`src/rtl/digit_serial_adder.sv`:
```
// ---------------------------------------------------------------------------
// digit_serial_adder
//
// Multi-cycle adder/subtractor that walks the operands DIGIT bits at a time,
// least significant digit first, carrying between digits. A WIDTH-bit
// operation takes WIDTH/DIGIT clock cycles in RUN and ends with a one-cycle
// DONE state in which the result registers are valid.
//
// Ports:
//   clk        - single clock, rising edge
//   rst_n      - asynchronous active-low reset
//   start      - request a new operation (accepted in IDLE and DONE)
//   op_a       - operand A (replaced by the current sum when acc_mode=1)
//   op_b       - operand B
//   carry_in   - carry into bit 0 for additions
//   sub        - 1: compute A - B (carry_in ignored)
//   acc_mode   - 1: operand A is the current sum register
//   busy       - high exactly while the operation is in RUN
//   done       - one-cycle pulse; sum/carry_out/overflow valid
//   sum        - result register
//   carry_out  - carry out of the MSB (for subtract, 1 = no borrow)
//   overflow   - two's-complement signed overflow
// ---------------------------------------------------------------------------
module digit_serial_adder #(
  parameter int WIDTH = 16,
  parameter int DIGIT = 4
) (
  input  logic             clk,
  input  logic             rst_n,
  input  logic             start,
  input  logic [WIDTH-1:0] op_a,
  input  logic [WIDTH-1:0] op_b,
  input  logic             carry_in,
  input  logic             sub,
  input  logic             acc_mode,
  output logic             busy,
  output logic             done,
  output logic [WIDTH-1:0] sum,
  output logic             carry_out,
  output logic             overflow
);

  localparam int N     = WIDTH / DIGIT;
  localparam int CNT_W = (N > 1) ? $clog2(N) : 1;
  localparam logic [CNT_W-1:0] LAST_DIGIT = CNT_W'(N - 1);

  // Reject parameter sets that cannot be split into whole digits.
  if (WIDTH < 2 || DIGIT < 1 || (WIDTH % DIGIT) != 0) begin : gBadParams
    $error("digit_serial_adder: WIDTH must be >= 2 and a multiple of DIGIT");
  end

  typedef enum logic [1:0] {
    IDLE = 2'd0,
    RUN  = 2'd1,
    DONE = 2'd2
  } state_e;

  state_e           state_q,    state_d;
  logic [WIDTH-1:0] opA_q,      opA_d;
  logic [WIDTH-1:0] opB_q,      opB_d;
  logic             carry_q,    carry_d;
  logic [CNT_W-1:0] cnt_q,      cnt_d;
  logic [WIDTH-1:0] partial_q,  partial_d;
  logic             aMsb_q,     aMsb_d;
  logic             bMsb_q,     bMsb_d;
  logic [WIDTH-1:0] sum_q,      sum_d;
  logic             carryOut_q, carryOut_d;
  logic             overflow_q, overflow_d;

  logic [WIDTH-1:0] loadA;
  logic [WIDTH-1:0] loadB;
  logic [DIGIT:0]   digitAdd;

  // One digit of the add: the low digit of each shifted operand plus the
  // running carry. Bit DIGIT is the carry into the next digit.
  assign digitAdd = {1'b0, opA_q[DIGIT-1:0]}
                  + {1'b0, opB_q[DIGIT-1:0]}
                  + {{DIGIT{1'b0}}, carry_q};

  // Next-state and datapath control. Operands are captured on start and then
  // shifted right one digit per RUN cycle, so the live digit is always at
  // the bottom. Each digit result is dropped into its own slot of the
  // partial register; the MSBs of A and B are kept aside for the overflow
  // test because the operand registers are shifted away by the end.
  always_comb begin
    state_d    = state_q;
    opA_d      = opA_q;
    opB_d      = opB_q;
    carry_d    = carry_q;
    cnt_d      = cnt_q;
    partial_d  = partial_q;
    aMsb_d     = aMsb_q;
    bMsb_d     = bMsb_q;
    sum_d      = sum_q;
    carryOut_d = carryOut_q;
    overflow_d = overflow_q;
    loadA      = acc_mode ? sum_q : op_a;
    loadB      = sub ? ~op_b : op_b;

    unique case (state_q)
      IDLE, DONE: begin
        if (start) begin
          opA_d     = loadA;
          opB_d     = loadB;
          carry_d   = sub ? 1'b1 : carry_in;
          cnt_d     = '0;
          partial_d = '0;
          aMsb_d    = loadA[WIDTH-1];
          bMsb_d    = loadB[WIDTH-1];
          state_d   = RUN;
        end else begin
          state_d   = IDLE;
        end
      end

      RUN: begin
        opA_d   = opA_q >> DIGIT;
        opB_d   = opB_q >> DIGIT;
        carry_d = digitAdd[DIGIT];
        cnt_d   = cnt_q + CNT_W'(1);
        partial_d[int'(cnt_q) * DIGIT +: DIGIT] = digitAdd[DIGIT-1:0];
        if (cnt_q == LAST_DIGIT) begin
          sum_d      = partial_d;
          carryOut_d = digitAdd[DIGIT];
          overflow_d = (aMsb_q == bMsb_q) && (partial_d[WIDTH-1] != aMsb_q);
          state_d    = DONE;
        end
      end

      default: state_d = IDLE;
    endcase
  end

  // State and datapath registers. Reset clears everything immediately, so an
  // operation in flight is simply abandoned.
  always_ff @(posedge clk or negedge rst_n) begin
    if (!rst_n) begin
      state_q    <= IDLE;
      opA_q      <= '0;
      opB_q      <= '0;
      carry_q    <= 1'b0;
      cnt_q      <= '0;
      partial_q  <= '0;
      aMsb_q     <= 1'b0;
      bMsb_q     <= 1'b0;
      sum_q      <= '0;
      carryOut_q <= 1'b0;
      overflow_q <= 1'b0;
    end else begin
      state_q    <= state_d;
      opA_q      <= opA_d;
      opB_q      <= opB_d;
      carry_q    <= carry_d;
      cnt_q      <= cnt_d;
      partial_q  <= partial_d;
      aMsb_q     <= aMsb_d;
      bMsb_q     <= bMsb_d;
      sum_q      <= sum_d;
      carryOut_q <= carryOut_d;
      overflow_q <= overflow_d;
    end
  end

  assign busy      = (state_q == RUN);
  assign done      = (state_q == DONE);
  assign sum       = sum_q;
  assign carry_out = carryOut_q;
  assign overflow  = overflow_q;

endmodule

```
`config.mk`:
```
export PLATFORM = sky130hd
export DESIGN_NAME = digit_serial_adder
export DESIGN_NICKNAME = d
export VERILOG_FILES = /design/src/rtl/digit_serial_adder.sv
export SDC_FILE = /design/constraint.sdc
export NUM_CORES = 1
export LEC_CHECK = 0
export BUFFER_PORTS_ARGS = -buffer_cell sky130_fd_sc_hd__buf_2
export CAP_MARGIN = 25
export CORE_AREA = 2 2 82 84
export CTS_BUF_LIST = sky130_fd_sc_hd__clkbuf_4 sky130_fd_sc_hd__clkbuf_8
export CTS_CLUSTER_DIAMETER = 100
export DETAILED_ROUTE_END_ITERATION = 8
export DIE_AREA = 0 0 84 86
export PLACE_DENSITY = 0.88
export SETUP_SLACK_MARGIN = 0.05
export SLEW_MARGIN = 10
export SYNTH_ARGS = -nofsm -noshare
export SYNTH_HDL_FRONTEND = slang
export SYNTH_SLANG_ARGS = --single-unit
export TNS_END_PERCENT = 50
```
`constraint.sdc`:
```
create_clock -name clk -period 2.2 [get_ports clk]
set_input_delay 0.11 -clock clk [delete_from_list [all_inputs] [get_ports clk]]
set_output_delay 0.11 -clock clk [all_outputs]
set_load 0.05 [all_outputs]
```
Word level (Yosys, flattened, before mapping). Cells that the tools add are included.

Register bits: 73. Output and inout bits: 20. Logic and storage cells: 49.

Add/sub/neg operators: 4. Equal/unequal tests: 7. Shift operators: 2. Muxes and demuxes: 17. Bitwise operators: 1. Reduce and logical (&&, ||, !) cells: 7.

Operators with widths (count): $pmux W16 S2 (3); $mux W16 (5); $neg A4 Y33 (1); $shift A4 B33 Y16 const A (1); $shiftx A4 B33 Y16 (1); $bwmux W16 (1); $not A16 Y16 (1); $pmux W2 S2 (2); $reduce_and A2 Y1 (3); $add A4 B4 Y5 (1); $add A5 B1 Y5 (1); $eq A2 B2 Y1 const B (2); $mux W2 (2); $mux W1 (3); $add A2 B1 Y2 const B (1); $eq A2 B1 Y1 const B (1); $logic_not A2 Y1 (1); $ne A2 B1 Y1 const B (1); $ne A2 B2 Y1 const B (1); $pmux W1 S2 (1); $reduce_bool A2 Y1 (1); $reduce_or A2 Y1 (1); $eq A1 B1 Y1 (1); $logic_and A1 B1 Y1 (1); $ne A1 B1 Y1 (1).

Depth between registers and ports, before layout. Gate-level depths: netlist of run 1.

Word-level depth: 6. Gate-level depth with buffers: 8. Depth with buffers taken out: 7.

Worst setup path before layout of run 1. Ideal clock, no wire load.

Kind: register -> register. Start point: register cnt_q[0]. End point: register overflow_q (netlist: overflow). Library setup time: 0.082 ns. Arrival: 1.845 ns. Setup slack: 0.273 ns. Stages on the path, launching flop included: 8. Buffers on the path: 1. Clock period less this slack: 1.927 ns. Path through: dfrtp_1 -> inv_1 -> ha_1 -> and4bb_1 -> buf_6 -> and4_4 -> or3_1 -> a31oi_1.

Word-level cells in the longest chain between the ends: 5. Elaborated cells between the ends (all ways): 8. Those cells by class: 1 x add/sub; 2 x eq/ne; 2 x shift; 1 x mux; 2 x reduce/logical.

Ends and longest elaborated chain: start: declaration (RTL line 62) `logic [CNT_W-1:0] cnt_q, cnt_d;`; start signal: assignment (RTL line 154) `cnt_q <= cnt_d;`; $neg A4 Y33 (RTL line 121) `partial_d[int'(cnt_q) * DIGIT +: DIGIT] = digitAdd[DIGIT-1:0];`; $shiftx A4 B33 Y16 or $shift A4 B33 Y16 (tied branches) (RTL line 121); $bwmux W16 (RTL line 121); $ne A1 B1 Y1 (RTL line 125) `overflow_d = (aMsb_q == bMsb_q) && (partial_d[WIDTH-1] != aMsb_q);`; $logic_and A1 B1 Y1 (RTL line 125); end signal: assignment (RTL line 160) `overflow_q <= overflow_d;`; end: declaration (RTL line 68) `logic overflow_q, overflow_d;`.

Parallel ways exist; a longest one is shown, timed or not. A chain may end at the register's enable or synchronous reset.

Worst setup path in the final report of run 1. Same ends and word-level chain as after synthesis.

==> impl_metrics.tcl, run 1 <==
set metrics [dict create \
    status "finished clean" \
    synth_top_family_by_area "compound AO/OA/AOI/OAI gates" \
    drt-total-wl_um 8510 \
    post_cts_resized 0 \
    hold_ws_ns 0.02884 \
    met1Wirelength_um 3683 \
    crit_family "simple AND/OR/NAND/NOR gates" \
    start_util 0.5705 \
    cpPeakStageDelay_ns 0.50 \
    routedWlPerCell_um 18.03 \
    total_power_uw 6535 \
    wl_met2_um 4207 \
    required_ns 2.48 \
    die_h_um 86 \
    critPathMaxFanout 9 \
    wl_met3_um 423 \
    synth_cell_types 46 \
    synth_top_area_frac 0.5101 \
    cts_hold_buf 1 \
    synth-xor-area-share 0.04158 \
    first_pass_iters 5 \
    grt_setup_unrepaired "false" \
    die_x_um 84 \
    multi_input_area_mm2 0.001594 \
    clock_latency_ns 0.36 \
    drv_cap 0 \
    avgViaCountPerCell 6.011 \
    ios 58 \
    final.min_clock_period_ns 2.003 \
    synth-adder-area-share 0.04263 \
    grt_usage 0.2540 \
    gp_congestion 0.8562 \
    cts_buffer_depth 2 \
    detailed_place_hpwl_um 5901 \
    regArea_mm2 0.001827 \
    synth_compound_area_frac 0.2072 \
    fillerInstances 459 \
    gr-total-overflow 0 \
    grt_max_degree 74 \
    clockRootBuffer "clkbuf_8" \
    grt_pass1_vias 2794 \
    drv_slew 0 \
    dieArea_mm2 0.007224 \
    insertedDiodeCount 0 \
    power.leakage_uw 0.002019 \
    drive_gt1_frac 0.2228 \
    synth_cells 336 \
    finalSetupTns_ns 0 \
    synth.most_common_cell "dfrtp_1" \
    ant_nets 0 \
    yosys-top-cells-count "73 x dfrtp_1, 40 x o21ai_0, 28 x nand2_1" \
    clock.fmax_ghz 0.4994 \
    synthesis.area_mm2 0.003581 \
    cts_buffers 9 \
    worst_pin_slew_ns 0.5606 \
    grt_antenna_before_repair 0 \
    fin_skew_ns 0.01042 \
    cts_tree "built" \
    post-route-period-util 0.9103 \
    hold_viol 0 \
    min_path_type "primary input to flip-flop" \
    clkTransAtPathRegs_ns 0.08 \
    ys_seq_elements 73 \
    num_vias 2837 \
    muxShareOfSynthArea 0.04787 \
    cp_slowest_cell "dfrtp_1" \
    crit_path_end_kind "flip-flop" \
    nets 439 \
    setup_viol 0 \
    drt_iter0_drc 258 \
    synth_async_sr_flop_share 1.000 \
    synth_edf_count 0 \
    rows 29 \
    path_cells "inv_1 > ha_1 > and4bb_1 > and4_4 > or3_1 > a31oi_1" \
    yosysSeqAreaShare 0.5101 \
    ctsHtreeMaxLevel 3 \
    power_density_mw_per_mm2 1562 \
    synth_area_leader_cell "dfrtp_1" \
    synth_fp_nets 385 \
    cp.arrival_ns 2.29 \
    synthTopCellsByArea "dfrtp_1 51%, o21ai_0 5.6%, mux2i_1 4.5%" \
    path_class "flip-flop to flip-flop" \
    portBuffers 57 \
    dr.max_layer_used "met4" \
    area_growth_syn_to_layout_pct 16.81 \
    drc_errors 0 \
    design.core.area_mm2 0.006277 \
    path_buf_inv 1 \
    avgSynthCellArea_um2 10.66 \
    crit_path_start_kind "flip-flop" \
    synthFlopType "dfrtp_1" \
    ir_worst_vdd_uv 889.4 \
    synth-simple-area-share 0.1059 \
    cts_num_sinks 73 \
    maxSlewHeadroom 0.6223 \
    ys_warn_count 0 \
    grt_first_pass_wirelength_um 14120 \
    cts_setup_buffers 0 \
]
## sequential cells by signal, indices dropped and copies added (netlist names)
name       cells
overflow       1
opA_q         16
carry_q        1
partial_q     16
state_q        2
carry_out      1
aMsb_q         1
sum           16
bMsb_q         1
opB_q         16
cnt_q          2
## final cells by class
| type | instances | share of cell area |
|---|---|---|
| Sequential cell | 73 | 0.4367 |
| Multi-Input combinational cell | 226 | 0.3811 |
| Inverter | 14 | 0.01256 |
| Timing Repair Buffer | 66 | 0.09094 |
| Clock buffer | 12 | 0.03799 |
| Tap cell | 77 | 0.02303 |
| Clock inverter | 4 | 0.01765 |
## cell families after synthesis
logic type / after synthesis
AOI/OAI and AO/OA: 107
xor gates and xnor gates: 17
adders and majority gates: 11
buffers and inverters: 37
DFF: 73
muxes: 17
and+or+nand+nor: 74
## worst reg2reg max path: stages (launching register included)
cell and delay (ns):
dfrtp_1 0.50, inv_1 0.16, ha_1 0.40, and4bb_1 0.22, and4_4 0.17, or3_1 0.34
a31oi_1 0.16
## power breakdown
group	leakage, uW	internal (uW)	switching [uW]
clock network	0.000120	716	518
logic	0.000931	998	2060
registers	0.000968	1850	394
## cells in the final DEF (no fill, tap or decap), drive strengths merged, types with 12 or more instances in the layout
master,n
o21ai,40
a22oi,14
nor2,18
mux2i,16
inv,14
nand2,28
xnor2,17
dfrtp,73
buf,65
clkbuf,12
## per-stage QoR
step	setup WS [ns]	cell area, um^2	util	std cells
after floorplan	0.2733	3581	-	336
after global placement	0.3250	3940	0.6277	455
after detailed placement	0.1922	3940	0.6277	455
after CTS	0.1967	4183	0.6663	472
after global routing	0.06994	4183	0.6663	472
final	0.1974	4183	0.6663	472
## metal layers
| metal | vias up | global-route usage |
|---|---|---|
| met5 | - | 0 |
| met4 | 0 | 0.1129 |
| met3 | 16 | 0.05582 |
| met2 | 94 | 0.4109 |
| met1 | 1414 | 0.3321 |
| li1 | 1313 | - |
## final timing paths
kind	from	end	slack (ns)	depth (start not counted)
min reg2reg	carry_out	carry_out	0.49	2
max	cnt_q[0]	overflow	0.20	6
min	op_b[12]	opB_q[12]	0.03	3
min in group asynchronous	rst_n	cnt_q[0]	0.29	3
max in group asynchronous	rst_n	sum[7]	1.59	3
max reg2reg	cnt_q[0]	overflow	0.20	6
No activity file was read; power rests on OpenSTA's default activity.
==> run 2, diff against run 1 <==
--- a/config.mk
+++ b/config.mk
@@ -7,12 +7,12 @@
 export LEC_CHECK = 0
 export BUFFER_PORTS_ARGS = -buffer_cell sky130_fd_sc_hd__buf_2
 export CAP_MARGIN = 25
-export CORE_AREA = 2 2 82 84
+export CORE_AREA = 2 2 84 86
 export CTS_BUF_LIST = sky130_fd_sc_hd__clkbuf_4 sky130_fd_sc_hd__clkbuf_8
 export CTS_CLUSTER_DIAMETER = 100
 export DETAILED_ROUTE_END_ITERATION = 8
-export DIE_AREA = 0 0 84 86
-export PLACE_DENSITY = 0.88
+export DIE_AREA = 0 0 86 88
+export PLACE_DENSITY = 0.85
 export SETUP_SLACK_MARGIN = 0.05
 export SLEW_MARGIN = 10
 export SYNTH_ARGS = -nofsm -noshare
==> impl_metrics.tcl, run 2 (synthesis results as in run 1) <==
set metrics [dict create \
    status "finished clean" \
    cts_setup_buffers 0 \
    nets 440 \
    finalSetupTns_ns 0 \
    num_vias 2815 \
    insertedDiodeCount 0 \
    power.switching_uw 2924 \
    grt_max_degree 53 \
    clkTransAtPathRegs_ns 0.07 \
    grtUsageMet1 0.3175 \
    worst_pin_slew_ns 0.5412 \
    first_pass_iters 4 \
    drv_cap 0 \
    crit_path_end_kind "flip-flop" \
    clock_latency_ns 0.35 \
    drive_gt1_frac 0.2228 \
    path_cells "inv_1 > ha_1 > and4bb_1 > and4_4 > or3_1 > a31oi_1" \
    grt_antenna_before_repair 0 \
    min_path_type "primary input to flip-flop" \
    grt_use_met3 0.03487 \
    cts_num_sinks 73 \
    clockRootBuffer "clkbuf_8" \
    crit_path_start_kind "flip-flop" \
    cp_slowest_cell "dfrtp_1" \
    rows 30 \
    critPathMaxFanout 9 \
    gr-total-overflow 0 \
    layout_commonest_cell "dfrtp_1" \
    area_growth_syn_to_layout_pct 15.02 \
    clock.fmax_ghz 0.4965 \
    drv_slew 0 \
    grt_setup_unrepaired "false" \
    ctsHtreeMaxLevel 3 \
    path_class "flip-flop to flip-flop" \
    p_sw_frac 0.4701 \
    cts_buffer_depth 2 \
    final_cell_mix "73 x dfrtp_1, 57 x buf_2, 40 x o21ai_0" \
    dieArea_mm2 0.007568 \
    drt_iter0_drc 188 \
    grt_usage 0.2398 \
    busiest_layer "met2" \
    grt_pass1_vias 2777 \
    clock_power_share 0.151 \
    drc_errors 0 \
    detailed_place_hpwl_um 6064 \
    die_x_um 86 \
    avgViaCountPerCell 5.926 \
    ant_nets 0 \
    pwr-share-seq 0.362 \
    design.core.area_mm2 0.006644 \
    combPwrFrac 0.488 \
    power.internal_uw 3295 \
    power_density_mw_per_mm2 1510 \
    global_route.usage.met2 0.3911 \
    gp_congestion 0.8457 \
    path_buf_inv 1 \
    portBuffers 57 \
    ir_worst_vdd_uv 714.3 \
    die_h_um 88 \
    post_cts_resized 0 \
    grt_first_pass_wirelength_um 13880 \
    cts_hold_buf 1 \
    required_ns 2.47 \
    setup_viol 0 \
    start_util 0.5390 \
    cp.arrival_ns 2.29 \
    cts_buffers 9 \
    drt-total-wl_um 8402 \
    fin_skew_ns 0.007499 \
    hold_viol 0 \
    crit_family "simple AND/OR/NAND/NOR gates" \
    ios 58 \
    cts_tree "built" \
    post-route-period-util 0.9156 \
    power.leakage_uw 0.001987 \
    maxSlewHeadroom 0.6354 \
    cpPeakStageDelay_ns 0.49 \
    hold_ws_ns 0.04893 \
    routedWlPerCell_um 17.69 \
    final.min_clock_period_ns 2.014 \
]
==> run 2: power by group through the flow <==
stage          Sequential, uW  Combinational, uW  Clock [uW]
2_1_floorplan            2670               1730           0
3_3_place_gp             2240               2940           0
3_5_place_dp             2260               3010           0
4_1_cts                  2240               3030         950
5_1_grt                  2310               3330         998
6_report                 2250               3030         939
==> run 2: per-stage QoR <==
stage,setup slack (ns),instances,utilization,cell area [um^2],total power [uW]
after floorplan,0.2733,336,-,3581,4404
after global placement,0.3145,459,0.5928,3939,5175
after detailed placement,0.1953,459,0.5928,3939,5265
after CTS,0.2111,475,0.6200,4119,6213
after global routing,0.06337,475,0.6200,4119,6631
final,0.1857,475,0.6200,4119,6218
==> run 2: final cells by class <==
class                      count  area, um^2
sequential                    73        1827
tap                           80       100.1
inverter                      14       52.55
clock inverter                 3       17.52
fill                         510        2525
timing repair buffer          67       375.4
multi-input combinational    226        1594
clock buffer                  12       152.6
==> run 2: worst paths after layout <==
path	start	endpoint	slack [ns]	cells after the start
setup / recovery	cnt_q[0]	overflow	0.19	6
hold / removal	op_b[12]	opB_q[12]	0.05	3
setup reg to reg	cnt_q[0]	overflow	0.19	6
hold reg to reg	carry_out	carry_out	0.49	2
max in group asynchronous	rst_n	opB_q[5]	1.28	3
min in group asynchronous	rst_n	partial_q[7]	0.27	2
==> run 2: per-layer routing <==
metal	up-vias	share of wire
li1	1318	-
met1	1413	0.42
met2	68	0.51
met3	16	0.043
met4	0	0.018
met5	-	0
==> run 2: worst reg2reg max path: cells and delay by family (launching register included) <==
kind                       cells  cell delay, ns
AOI/OAI and AO/OA              1            0.18
adders and majority gates      1            0.39
buffers and inverters          1            0.15
DFF                            1            0.49
and+or+nand+nor                3            0.73
